### src/rtl/nav_cmd_arb_if.sv
// Command bus between the navigation command sources and the arbiter.
// master: the side that drives the per-source requests (sources / bench).
// slave : the arbiter that grants one source and talks to the navigate unit.
interface nav_cmd_arb_if #(
  parameter int NUM_SRC = 2,
  parameter int HDNG_W  = 12
);
  // Source side
  logic [1:0]              src_sel;
  logic [NUM_SRC*HDNG_W-1:0] src_hdng;
  logic [NUM_SRC-1:0]      src_strt_hdng;
  logic [NUM_SRC-1:0]      src_strt_mv;
  logic [NUM_SRC-1:0]      src_stp_lft;
  logic [NUM_SRC-1:0]      src_stp_rght;
  logic                    mv_cmplt;
  logic                    clr_err;
  // Navigate / status side
  logic [HDNG_W-1:0]       dsrd_hdng;
  logic                    strt_hdng;
  logic                    strt_mv;
  logic                    stp_lft;
  logic                    stp_rght;
  logic [NUM_SRC-1:0]      mv_cmplt_src;
  logic                    busy;
  logic [1:0]              owner;
  logic                    drop_err;
  logic                    tmo_err;

  modport master (
    output src_sel, src_hdng, src_strt_hdng, src_strt_mv, src_stp_lft,
           src_stp_rght, mv_cmplt, clr_err,
    input  dsrd_hdng, strt_hdng, strt_mv, stp_lft, stp_rght, mv_cmplt_src,
           busy, owner, drop_err, tmo_err
  );

  modport slave (
    input  src_sel, src_hdng, src_strt_hdng, src_strt_mv, src_stp_lft,
           src_stp_rght, mv_cmplt, clr_err,
    output dsrd_hdng, strt_hdng, strt_mv, stp_lft, stp_rght, mv_cmplt_src,
           busy, owner, drop_err, tmo_err
  );
endinterface

### src/rtl/nav_cmd_arb.sv
// nav_cmd_arb: grants one of NUM_SRC command sources access to the navigate
// unit, forwards a single heading or move command, and routes the completion
// pulse back to the source that issued it. Strobes that cannot be honoured
// are discarded and flagged on the sticky drop_err.
// Optional feature: define NAV_ARB_TMO_EN to add a TMO_W-bit move watchdog
// that abandons a command after 2^TMO_W-1 cycles and pulses tmo_err.
module nav_cmd_arb #(
  parameter int NUM_SRC = 2,
  parameter int HDNG_W  = 12,
  parameter int TMO_W   = 20
) (
  input  logic          clk,
  input  logic          rst_n,
  nav_cmd_arb_if.slave  bus
);

  typedef enum logic [1:0] {IDLE, HDNG, MOVE} state_e;

  // Reject illegal configurations at elaboration time.
  if (NUM_SRC < 2 || NUM_SRC > 4 || TMO_W < 1) begin : g_bad_cfg
    $error("nav_cmd_arb: NUM_SRC must be 2..4 and TMO_W >= 1");
  end

  state_e              state_q, state_d;
  logic [HDNG_W-1:0]   dsrd_hdng_q, dsrd_hdng_d;
  logic                strt_hdng_q, strt_hdng_d;
  logic                strt_mv_q, strt_mv_d;
  logic                stp_lft_q, stp_lft_d;
  logic                stp_rght_q, stp_rght_d;
  logic [1:0]          owner_q, owner_d;
  logic                drop_err_q, drop_err_d;
  logic                tmo_err_q, tmo_err_d;

  logic [NUM_SRC-1:0]  sel_mask;
  logic [HDNG_W-1:0]   sel_hdng;
  logic                sel_strt_hdng, sel_strt_mv, sel_stp_lft, sel_stp_rght;
  logic                oth_strobe, any_strobe, drop_set;
  logic [NUM_SRC-1:0]  mv_cmplt_src_c;

  // Decode src_sel into a mask and pick out the selected source's fields;
  // an out-of-range src_sel selects nothing, so every strobe is foreign.
  always_comb begin
    // NOTE: every combinational output gets a default first, so no path
    // leaves a value unassigned and no latch is inferred.
    sel_mask = '0;
    sel_hdng = '0;
    for (int i = 0; i < NUM_SRC; i++) begin
      if (bus.src_sel == 2'(i)) begin
        sel_mask[i] = 1'b1;
        sel_hdng    = bus.src_hdng[i*HDNG_W +: HDNG_W];
      end
    end
  end

  assign sel_strt_hdng = |(bus.src_strt_hdng & sel_mask);
  assign sel_strt_mv   = |(bus.src_strt_mv   & sel_mask);
  assign sel_stp_lft   = |(bus.src_stp_lft   & sel_mask);
  assign sel_stp_rght  = |(bus.src_stp_rght  & sel_mask);
  assign any_strobe    = |(bus.src_strt_hdng | bus.src_strt_mv);
  assign oth_strobe    = |((bus.src_strt_hdng | bus.src_strt_mv) & ~sel_mask);

`ifdef NAV_ARB_TMO_EN
  logic [TMO_W-1:0] wd_q, wd_d;
  logic [TMO_W-1:0] wd_inc;
  assign wd_inc = wd_q + 1'b1;
`endif

  // Next-state logic: accept in IDLE, wait for completion (or timeout)
  // while a command is outstanding, and collect discarded strobes.
  always_comb begin
    state_d     = state_q;
    dsrd_hdng_d = dsrd_hdng_q;
    strt_hdng_d = 1'b0;
    strt_mv_d   = 1'b0;
    stp_lft_d   = stp_lft_q;
    stp_rght_d  = stp_rght_q;
    owner_d     = owner_q;
    drop_set    = 1'b0;
    tmo_err_d   = 1'b0;
`ifdef NAV_ARB_TMO_EN
    wd_d        = wd_q;
`endif
    case (state_q)
      IDLE: begin
        if (sel_strt_hdng) begin
          // Heading wins a tie; a simultaneous move strobe is discarded.
          state_d     = HDNG;
          strt_hdng_d = 1'b1;
          dsrd_hdng_d = sel_hdng;
          owner_d     = bus.src_sel;
          drop_set    = sel_strt_mv;
`ifdef NAV_ARB_TMO_EN
          wd_d        = '0;
`endif
        end else if (sel_strt_mv) begin
          state_d     = MOVE;
          strt_mv_d   = 1'b1;
          dsrd_hdng_d = sel_hdng;
          owner_d     = bus.src_sel;
          stp_lft_d   = sel_stp_lft;
          stp_rght_d  = sel_stp_rght;
`ifdef NAV_ARB_TMO_EN
          wd_d        = '0;
`endif
        end
        if (oth_strobe) drop_set = 1'b1;
      end
      HDNG, MOVE: begin
        // Only one command may be outstanding; anything else is dropped.
        drop_set = any_strobe;
        if (bus.mv_cmplt) begin
          state_d = IDLE;
        end
`ifdef NAV_ARB_TMO_EN
        else begin
          wd_d = wd_inc;
          if (wd_inc == '1) begin
            state_d   = IDLE;
            tmo_err_d = 1'b1;
          end
        end
`endif
      end
      default: state_d = IDLE;
    endcase
    // A new drop in the same cycle as clr_err must not be lost.
    drop_err_d = drop_set | (drop_err_q & ~bus.clr_err);
  end

  // State and registered outputs.
  always_ff @(posedge clk or negedge rst_n) begin
    if (!rst_n) begin
      state_q     <= IDLE;
      dsrd_hdng_q <= '0;
      strt_hdng_q <= 1'b0;
      strt_mv_q   <= 1'b0;
      stp_lft_q   <= 1'b0;
      stp_rght_q  <= 1'b0;
      owner_q     <= '0;
      drop_err_q  <= 1'b0;
      tmo_err_q   <= 1'b0;
    end else begin
      // NOTE: flops use non-blocking assignments so every register samples
      // the pre-edge values regardless of statement order.
      state_q     <= state_d;
      dsrd_hdng_q <= dsrd_hdng_d;
      strt_hdng_q <= strt_hdng_d;
      strt_mv_q   <= strt_mv_d;
      stp_lft_q   <= stp_lft_d;
      stp_rght_q  <= stp_rght_d;
      owner_q     <= owner_d;
      drop_err_q  <= drop_err_d;
      tmo_err_q   <= tmo_err_d;
    end
  end

`ifdef NAV_ARB_TMO_EN
  // Watchdog counter for the outstanding command.
  always_ff @(posedge clk or negedge rst_n) begin
    if (!rst_n) wd_q <= '0;
    else        wd_q <= wd_d;
  end
`endif

  // Completion routing: combinational, and only while a command is owned.
  always_comb begin
    mv_cmplt_src_c = '0;
    if (state_q != IDLE && bus.mv_cmplt) begin
      for (int i = 0; i < NUM_SRC; i++) begin
        if (owner_q == 2'(i)) mv_cmplt_src_c[i] = 1'b1;
      end
    end
  end

  assign bus.dsrd_hdng    = dsrd_hdng_q;
  assign bus.strt_hdng    = strt_hdng_q;
  assign bus.strt_mv      = strt_mv_q;
  assign bus.stp_lft      = stp_lft_q;
  assign bus.stp_rght     = stp_rght_q;
  assign bus.owner        = owner_q;
  assign bus.busy         = (state_q != IDLE);
  assign bus.drop_err     = drop_err_q;
  assign bus.mv_cmplt_src = mv_cmplt_src_c;
  assign bus.tmo_err      = tmo_err_q;

endmodule

### src/flat_wrapper.sv
// flat-port wrapper written by rule: the top's interface ports become plain ports
module nav_cmd_arb_flat 
#(
  parameter int NUM_SRC = 2,
  parameter int HDNG_W  = 12,
  parameter int TMO_W   = 20
)
  (clk, rst_n, bus_src_sel, bus_src_hdng, bus_src_strt_hdng, bus_src_strt_mv, bus_src_stp_lft, bus_src_stp_rght, bus_mv_cmplt, bus_clr_err, bus_dsrd_hdng, bus_strt_hdng, bus_strt_mv, bus_stp_lft, bus_stp_rght, bus_mv_cmplt_src, bus_busy, bus_owner, bus_drop_err, bus_tmo_err);
  nav_cmd_arb_if #(.NUM_SRC(NUM_SRC), .HDNG_W(HDNG_W)) bus_i ();
  input  logic clk;
  input  logic rst_n;
  input wire logic [$bits(bus_i.src_sel)-1:0] bus_src_sel;
  input wire logic [$bits(bus_i.src_hdng)-1:0] bus_src_hdng;
  input wire logic [$bits(bus_i.src_strt_hdng)-1:0] bus_src_strt_hdng;
  input wire logic [$bits(bus_i.src_strt_mv)-1:0] bus_src_strt_mv;
  input wire logic [$bits(bus_i.src_stp_lft)-1:0] bus_src_stp_lft;
  input wire logic [$bits(bus_i.src_stp_rght)-1:0] bus_src_stp_rght;
  input wire logic [$bits(bus_i.mv_cmplt)-1:0] bus_mv_cmplt;
  input wire logic [$bits(bus_i.clr_err)-1:0] bus_clr_err;
  output wire logic [$bits(bus_i.dsrd_hdng)-1:0] bus_dsrd_hdng;
  output wire logic [$bits(bus_i.strt_hdng)-1:0] bus_strt_hdng;
  output wire logic [$bits(bus_i.strt_mv)-1:0] bus_strt_mv;
  output wire logic [$bits(bus_i.stp_lft)-1:0] bus_stp_lft;
  output wire logic [$bits(bus_i.stp_rght)-1:0] bus_stp_rght;
  output wire logic [$bits(bus_i.mv_cmplt_src)-1:0] bus_mv_cmplt_src;
  output wire logic [$bits(bus_i.busy)-1:0] bus_busy;
  output wire logic [$bits(bus_i.owner)-1:0] bus_owner;
  output wire logic [$bits(bus_i.drop_err)-1:0] bus_drop_err;
  output wire logic [$bits(bus_i.tmo_err)-1:0] bus_tmo_err;
  assign bus_i.src_sel = bus_src_sel;
  assign bus_i.src_hdng = bus_src_hdng;
  assign bus_i.src_strt_hdng = bus_src_strt_hdng;
  assign bus_i.src_strt_mv = bus_src_strt_mv;
  assign bus_i.src_stp_lft = bus_src_stp_lft;
  assign bus_i.src_stp_rght = bus_src_stp_rght;
  assign bus_i.mv_cmplt = bus_mv_cmplt;
  assign bus_i.clr_err = bus_clr_err;
  assign bus_dsrd_hdng = bus_i.dsrd_hdng;
  assign bus_strt_hdng = bus_i.strt_hdng;
  assign bus_strt_mv = bus_i.strt_mv;
  assign bus_stp_lft = bus_i.stp_lft;
  assign bus_stp_rght = bus_i.stp_rght;
  assign bus_mv_cmplt_src = bus_i.mv_cmplt_src;
  assign bus_busy = bus_i.busy;
  assign bus_owner = bus_i.owner;
  assign bus_drop_err = bus_i.drop_err;
  assign bus_tmo_err = bus_i.tmo_err;
  nav_cmd_arb #(.NUM_SRC(NUM_SRC), .HDNG_W(HDNG_W), .TMO_W(TMO_W)) u_core (.clk(clk), .rst_n(rst_n), .bus(bus_i));
endmodule
### config.mk
export PLATFORM = sky130hd
export DESIGN_NAME = nav_cmd_arb_flat
export DESIGN_NICKNAME = d
export VERILOG_FILES = /design/src/rtl/nav_cmd_arb_if.sv /design/src/rtl/nav_cmd_arb.sv /design/src/flat_wrapper.sv
export SDC_FILE = /design/constraint.sdc
export NUM_CORES = 1
export LEC_CHECK = 0
export ABC_CLOCK_PERIOD_IN_PS = 2000
export BUFFER_PORTS_ARGS = -buffer_cell sky130_fd_sc_hd__buf_2
export CELL_PAD_IN_SITES_DETAIL_PLACEMENT = 0
export CELL_PAD_IN_SITES_GLOBAL_PLACEMENT = 1
export CORE_MARGIN = 2
export CORE_UTILIZATION = 28
export CTS_CLUSTER_DIAMETER = 100
export DETAILED_ROUTE_END_ITERATION = 7
export PLACE_DENSITY_LB_ADDON = 0.1
export SLEW_MARGIN = 25
export SYNTH_ARGS = -nofsm -noshare
export SYNTH_HDL_FRONTEND = slang
export SYNTH_SLANG_ARGS = --single-unit
### constraint.sdc
create_clock -name clk -period 2 [get_ports clk]
set_input_delay 0.3 -clock clk [delete_from_list [all_inputs] [get_ports clk]]
set_output_delay 0.3 -clock clk [all_outputs]
set_load 0.05 [all_outputs]
==> run_results.csv, run 1 <==
group,metric,value,unit
synthesis,ys_ff_latch,21,
clock_tree,cts_tree,"done",
global_routing,grtUsageTotal,12.3,%
sta,fin_setup_tns,0,ns
clock_tree,ctsHoldBuffers,0,
setup_path,reg2regPathDepth,5,
cells_and_area,final_area,1510,um^2
clock_tree,clock_latency,0.26,ns
cells_and_area,nets,207,
floorplan,io_pins,61,
floorplan,num_rows,22,
setup_path,worstSetupPathType,"reg -> out",
floorplan,dieArea,4390,um^2
clock_tree,cts_max_level,1,
setup_path,critPathLaunchType,"register",
sta,fmax,525,MHz
placed_design,gp_congestion,0.832,
setup_path,cpMaxStageDelayCell,"dfrtp_1",
power,p_leak,0.769,nW
floorplan,die-height,66.3,um
setup_path,timing.rr.end,"u_core.bus.stp_rght",
floorplan,start_util,29.4,%
power,irDropWorstVdd,0.000665,V
setup_path,endpoint_kind,"primary output",
drt,drc,0,
clock_tree,ctsLongestPathBuffers,2,
clock_tree,clockRootBuffer,"clkbuf_8",
drt,ant_nets,0,
synthesis,syn-mean-instance-area,10.4,um^2
cells_and_area,drive_above_1_share,43.4,%
sta,final.setup_skew,0.00862,ns
synthesis,syn_area,1090,um^2
run_status,violations,"negative hold slack",
global_routing,grt_pass1_vias,949,
cells_and_area,area_delta_synth_final,38.6,%
sta,finalCritPeriodShare,95.2,%
placed_design,io_buffer_count,59,
synthesis,synth_nets,144,
cells_and_area,n_antenna_cell,0,
setup_path,r2r_start,"u_core.state_q[0]",
placed_design,hpwl,2060,um
drt,route.detailed.wl_per_inst,12.0,um
floorplan,die_x,66.3,um
drt,drt_wl_total,2560,um
cells_and_area,nFillCells,396,
global_routing,grt_pass1_wl,4120,um
setup_path,worst_ep_arrival_time,1.60,ns
hold_path,hold_class,"in -> async",
placed_design,dp_cells,210,
clock_tree,cts_buffers,3,
clock_tree,clock-sinks,21,
power,powerDensity,1610,nW/um^2
global_routing,grt_start_max_net_pins,22,
setup_path,crit_chain,"inv_1, ha_1, nor4b_2, buf_2",
synthesis,yosysSeqAreaShare,48.4,%
setup_path,crit_path_max_fanout,7,
global_routing,antenna_found_initial,0,
run,drv_cap,0,
sta,finalHoldViolCount,15,
drt,via_per_inst,4.48,
drt,dr.pass1.iters,4,
clock_tree,clk_pin_slew,0.08,ns
setup_path,required,1.70,ns
sta,maxSlewViolCount,0,
setup_path,max_stage_delay,0.38,ns
sta,holdWs,-0.00938,ns
run_status,status,"complete, but fails checks",
synthesis,yosys_warnings,0,
synthesis,postSynthCellCount,104,
sta,rsz0062_at_grt,"no",
placed_design,place_area,1460,um^2
global_routing,grt-ovfl-total,0,
floorplan,coreArea,3690,um^2
synthesis,synth.distinct_cells,26,
drt,dr.first_iter.drc_count,27,
sta,finalSetupViolCount,0,
sta,period_minus_slack,1.90,ns
drt,vias,959,
setup_path,r2r_slack,0.18,ns
cells_and_area,stdcell_count,214,
[flip-flops by register name, summed over array words and instances (netlist names)]
signal	flops
u_core.bus.dsrd_hdng	12
u_core.bus.owner	2
u_core.state_q	2
u_core.bus.drop_err	1
u_core.bus.stp_lft	1
u_core.bus.stp_rght	1
u_core.bus.strt_hdng	1
u_core.bus.strt_mv	1
[metrics by stage]
stage / hold WS (ns) / power (mW) / setup WS, ns / util, %
after detailed placement: 0.305 / 2.17 / 0.199 / 39.5
after global placement: 0.303 / 2.15 / 0.292 / 39.5
after global routing: 0.0265 / 2.58 / 0.0208 / 40.8
after CTS: 0.0168 / 2.45 / 0.0808 / 40.7
final: -0.00938 / 2.43 / 0.0960 / 40.8
after floorplan: 0.00441 / 1.82 / 0.0302 / -
[critical path, delay by kind of cell (launching register included)]
kind / cells / cell delay [ns]
buf+inv: 2 / 0.36
flops: 1 / 0.38
fa+ha+maj: 1 / 0.30
simple gates: 1 / 0.30
[where the power goes]
group / total, mW / internal (mW) / switching (mW)
Clock: 0.280 / 0.139 / 0.141
Sequential: 0.709 / 0.607 / 0.102
Combinational: 1.44 / 0.390 / 1.05
[layout by cell type (no fill, tap or decap)]
master / Yosys / layout
nand2_1: 1 / 1
a211oi_1: 1 / 1
a211oi_4: 1 / 1
nor2b_1: 1 / 1
nor3b_2: 1 / 1
mux2_1: 2 / 2
nor4b_2: 0 / 1
a22o_1: 1 / 1
o21ai_0: 3 / 3
nand2b_1: 3 / 3
nor4bb_4: 0 / 1
a21oi_1: 15 / 15
clkbuf_8: 0 / 3
dfrtp_1: 21 / 21
conb_1: 1 / 1
nor2_1: 18 / 18
a221o_1: 1 / 1
o2bb2ai_1: 1 / 1
buf_4: 2 / 4
mux2i_1: 16 / 16
inv_1: 5 / 5
clkinv_2: 0 / 1
ha_1: 2 / 2
clkbuf_4: 0 / 1
o21ai_1: 1 / 1
buf_2: 2 / 58
nor3_1: 1 / 1
mux2_2: 1 / 1
[cells in the mapped netlist]
master      n  area share [%]
dfrtp_1    21              48
nor2_1     18             6.2
mux2i_1    16              15
a21oi_1    15             6.9
inv_1       5             1.7
nand2b_1    3             1.7
o21ai_0     3             1.4
buf_2       2            0.92
buf_4       2             1.4
ha_1        2             2.3
mux2_1      2             2.1
a211oi_1    1            0.69
a211oi_4    1             1.8
a221o_1     1            0.92
a22o_1      1            0.81
buf_6       1             1.0
conb_1      1            0.35
mux2_2      1             1.0
nand2_1     1            0.35
nor2b_1     1            0.58
nor3_1      1            0.46
nor3b_2     1             1.2
nor4b_1     1            0.81
nor4bb_1    1            0.92
o21ai_1     1            0.46
o2bb2ai_1   1            0.81
[cell families after synthesis]
| family | after synthesis | synth area share (%) |
|---|---|---|
| compound gates | 24 | 13.8 |
| fa+ha+maj | 2 | 2.30 |
| buf+inv | 10 | 5.07 |
| flops | 21 | 48.4 |
| mux | 19 | 17.9 |
| other cells | 1 | 0.345 |
| simple gates | 27 | 12.2 |
[per-layer routing]
metal,vias up,share of wire (%),track usage [%]
met1,435,44,14.7
met5,-,0,0
met2,37,47,20.5
li1,481,-,-
met4,0,2.1,5.36
met3,6,7.5,3.41
[area by class of cell]
| type | instances | area [um^2] | share of cell area, % |
|---|---|---|---|
| multi-input combinational | 73 | 527 | 35.0 |
| sequential | 21 | 526 | 34.9 |
| timing repair buffer | 63 | 328 | 21.8 |
| tap | 48 | 60.1 | 3.99 |
| clock buffer | 3 | 41.3 | 2.74 |
| inverter | 5 | 18.8 | 1.25 |
| clock inverter | 1 | 5.00 | 0.333 |
[worst max path at each step]
stage,startpoint,endpoint,slack (ns)
after floorplan,u_core.state_q[0],bus_mv_cmplt_src[0],0.03
after global placement,u_core.state_q[0],u_core.bus.stp_lft,0.29
after detailed placement,u_core.state_q[0],u_core.bus.stp_rght,0.20
after CTS,u_core.state_q[0],bus_mv_cmplt_src[1],0.08
after global routing,u_core.state_q[0],bus_mv_cmplt_src[1],0.02
final,u_core.state_q[0],bus_mv_cmplt_src[0],0.1
[timing repair]
| item | CTS | global route |
|---|---|---|
| endpoints found under the setup margin | 0 | 1 |
| buffers inserted | 0 | 0 |
| resized for setup | 0 | 1 |
| endpoints found under the hold margin | 0 | 0 |
No activity file was read; power rests on OpenSTA's default activity.
==> run 2: changes to the inputs <==
--- a/config.mk
+++ b/config.mk
@@ -5,7 +5,7 @@
 export SDC_FILE = /design/constraint.sdc
 export NUM_CORES = 1
 export LEC_CHECK = 0
-export ABC_CLOCK_PERIOD_IN_PS = 2000
+export ABC_CLOCK_PERIOD_IN_PS = 2300
 export BUFFER_PORTS_ARGS = -buffer_cell sky130_fd_sc_hd__buf_2
 export CELL_PAD_IN_SITES_DETAIL_PLACEMENT = 0
 export CELL_PAD_IN_SITES_GLOBAL_PLACEMENT = 1
@@ -14,6 +14,7 @@
 export CTS_CLUSTER_DIAMETER = 100
 export DETAILED_ROUTE_END_ITERATION = 7
 export PLACE_DENSITY_LB_ADDON = 0.1
+export REMOVE_ABC_BUFFERS = 1
 export SLEW_MARGIN = 25
 export SYNTH_ARGS = -nofsm -noshare
 export SYNTH_HDL_FRONTEND = slang
==> constraint.sdc (replaced) <==
create_clock -name clk -period 2.3 [get_ports clk]
set_input_delay 0.345 -clock clk [delete_from_list [all_inputs] [get_ports clk]]
set_output_delay 0.345 -clock clk [all_outputs]
set_load 0.05 [all_outputs]
==> run_results.csv, run 2 (same netlist as run 1, synthesis figures left out) <==
group,metric,value,unit
cells_and_area,fin_util,39.8,%
power,powerDensity,1410,nW/um^2
clock_tree,cts_buffers,3,
clock_tree,clock_latency,0.26,ns
sta,period_minus_slack,1.91,ns
floorplan,num_rows,22,
sta,finalHoldViolCount,0,
setup_path,crit_family,"flip-flops",
floorplan,io_pins,61,
global_routing,grt_pass1_wl,4250,um
clock_tree,ctsHoldBuffers,0,
cells_and_area,nets,205,
sta,maxSlewViolCount,0,
hold_path,hold_class,"in -> async",
sta,rsz0062_at_grt,"no",
sta,fin_ws,0.391,ns
floorplan,start_util,29.4,%
setup_path,crit_chain,"inv_1, ha_1, nor4bb_1, buf_2",
floorplan,die_x,66.3,um
setup_path,crit_buf_inv,2,
floorplan,die-height,66.3,um
power,seq_power_share,29.9,%
cells_and_area,stdcell_count,212,
power,p_leak,0.755,nW
setup_path,required,1.96,ns
power,internal-power,962,uW
clock_tree,cts_tree,"done",
clock_tree,post_cts_buffers,0,
placed_design,dp_cells,208,
cells_and_area,drive_above_1_share,41.5,%
drt,dr.pass1.iters,4,
placed_design,io_buffer_count,59,
cells_and_area,n_antenna_cell,0,
global_routing,grt-ovfl-total,0,
drt,dr.first_iter.drc_count,38,
setup_path,critPathLaunchType,"register",
cells_and_area,area_delta_synth_final,35.0,%
drt,via_per_inst,4.52,
global_routing,grt_start_max_net_pins,22,
drt,vias,959,
run_status,status,"completed",
sta,fmax,524,MHz
setup_path,cpMaxStageDelayCell,"dfrtp_1",
floorplan,dieArea,4390,um^2
placed_design,post-place-ws,0.429,ns
power,clockPowerShare,11.7,%
run,drv_cap,0,
drt,drt_wl_total,2480,um
cells_and_area,layout_commonest_cell,"buf_2",
global_routing,antenna_found_initial,0,
sta,finalSetupViolCount,0,
power,irDropWorstVdd,0.000544,V
setup_path,worstSetupPathType,"reg -> out",
floorplan,coreArea,3690,um^2
clock_tree,ctsLongestPathBuffers,2,
global_routing,grtUsageTotal,12.9,%
drt,route.detailed.wl_per_inst,11.7,um
clock_tree,cts_max_level,1,
sta,finalCritPeriodShare,83.0,%
cells_and_area,largest_reg_flops,12,
global_routing,grt_pass1_vias,935,
drt,drc,0,
power,p_switching,1.10,mW
sta,final.setup_skew,0.00173,ns
setup_path,worst_ep_arrival_time,1.56,ns
cells_and_area,nFillCells,389,
placed_design,gp_congestion,0.803,
power,comb_power_share,58.4,%
placed_design,hpwl,1970,um
setup_path,crit_path_max_fanout,7,
power,swShare,53.4,%
drt,ant_nets,0,
clock_tree,clock-sinks,21,
setup_path,max_stage_delay,0.38,ns
cells_and_area,layout_common_cells,"59 x buf_2, 21 x dfrtp_1, 18 x nor2_1",
clock_tree,clockRootBuffer,"clkbuf_8",
setup_path,endpoint_kind,"primary output",
clock_tree,clk_pin_slew,0.08,ns
clock_tree,cts_resized,0,
[run 2: area by class of cell]
cell class	count	area (um^2)	area share (%)
sequential	21	526	35.8
inverter	5	18.8	1.28
tap	48	60.1	4.10
clock buffer	3	41.3	2.82
timing repair buffer	61	310	21.2
clock inverter	1	5.00	0.341
multi-input combinational	73	505	34.5
[run 2: power by group through the flow]
stage,combinational [mW],clock (mW),sequential [mW]
after floorplan,0.412,0,1.12
after global placement,1.21,0,0.624
after detailed placement,1.22,0,0.631
after CTS,1.22,0.254,0.624
after global routing,1.31,0.273,0.643
final,1.21,0.243,0.618
[run 2: final timing paths]
| path | start | end | slack, ns | cells past startpoint |
|---|---|---|---|---|
| min | rst_n | u_core.bus.stp_lft | 0.03 | 1 |
| max reg2reg | u_core.state_q[0] | u_core.bus.dsrd_hdng[7] | 0.47 | 7 |
| min in group clk | bus_src_hdng[20] | u_core.bus.dsrd_hdng[8] | 0.38 | 3 |
| max | u_core.state_q[0] | bus_mv_cmplt_src[1] | 0.39 | 4 |
| max in group asynchronous | rst_n | u_core.bus.dsrd_hdng[10] | 1.95 | 1 |
| min reg2reg | u_core.bus.stp_lft | u_core.bus.stp_lft | 0.50 | 1 |
[run 2: metal layers]
metal / vias to the layer above / part of all wire [%] / wire length [um] / global-route usage, %
li1: 480 / - / - / -
met1: 438 / 44 / 1100 / 15.7
met5: - / 0 / 0 / 0
met4: 0 / 0.85 / 21 / 3.83
met2: 39 / 46 / 1140 / 21.1
met3: 2 / 8.9 / 221 / 4.77
[run 2: metrics by stage]
stage,hold WS [ns],area (um^2),total power [mW],setup TNS (ns)
floorplan,0.0494,1050,1.53,-0.664
global placement,0.335,1420,1.83,0
detailed placement,0.330,1420,1.85,0
CTS,0.0444,1470,2.10,0
global route,0.0592,1470,2.22,0
finish,0.0298,1470,2.07,0
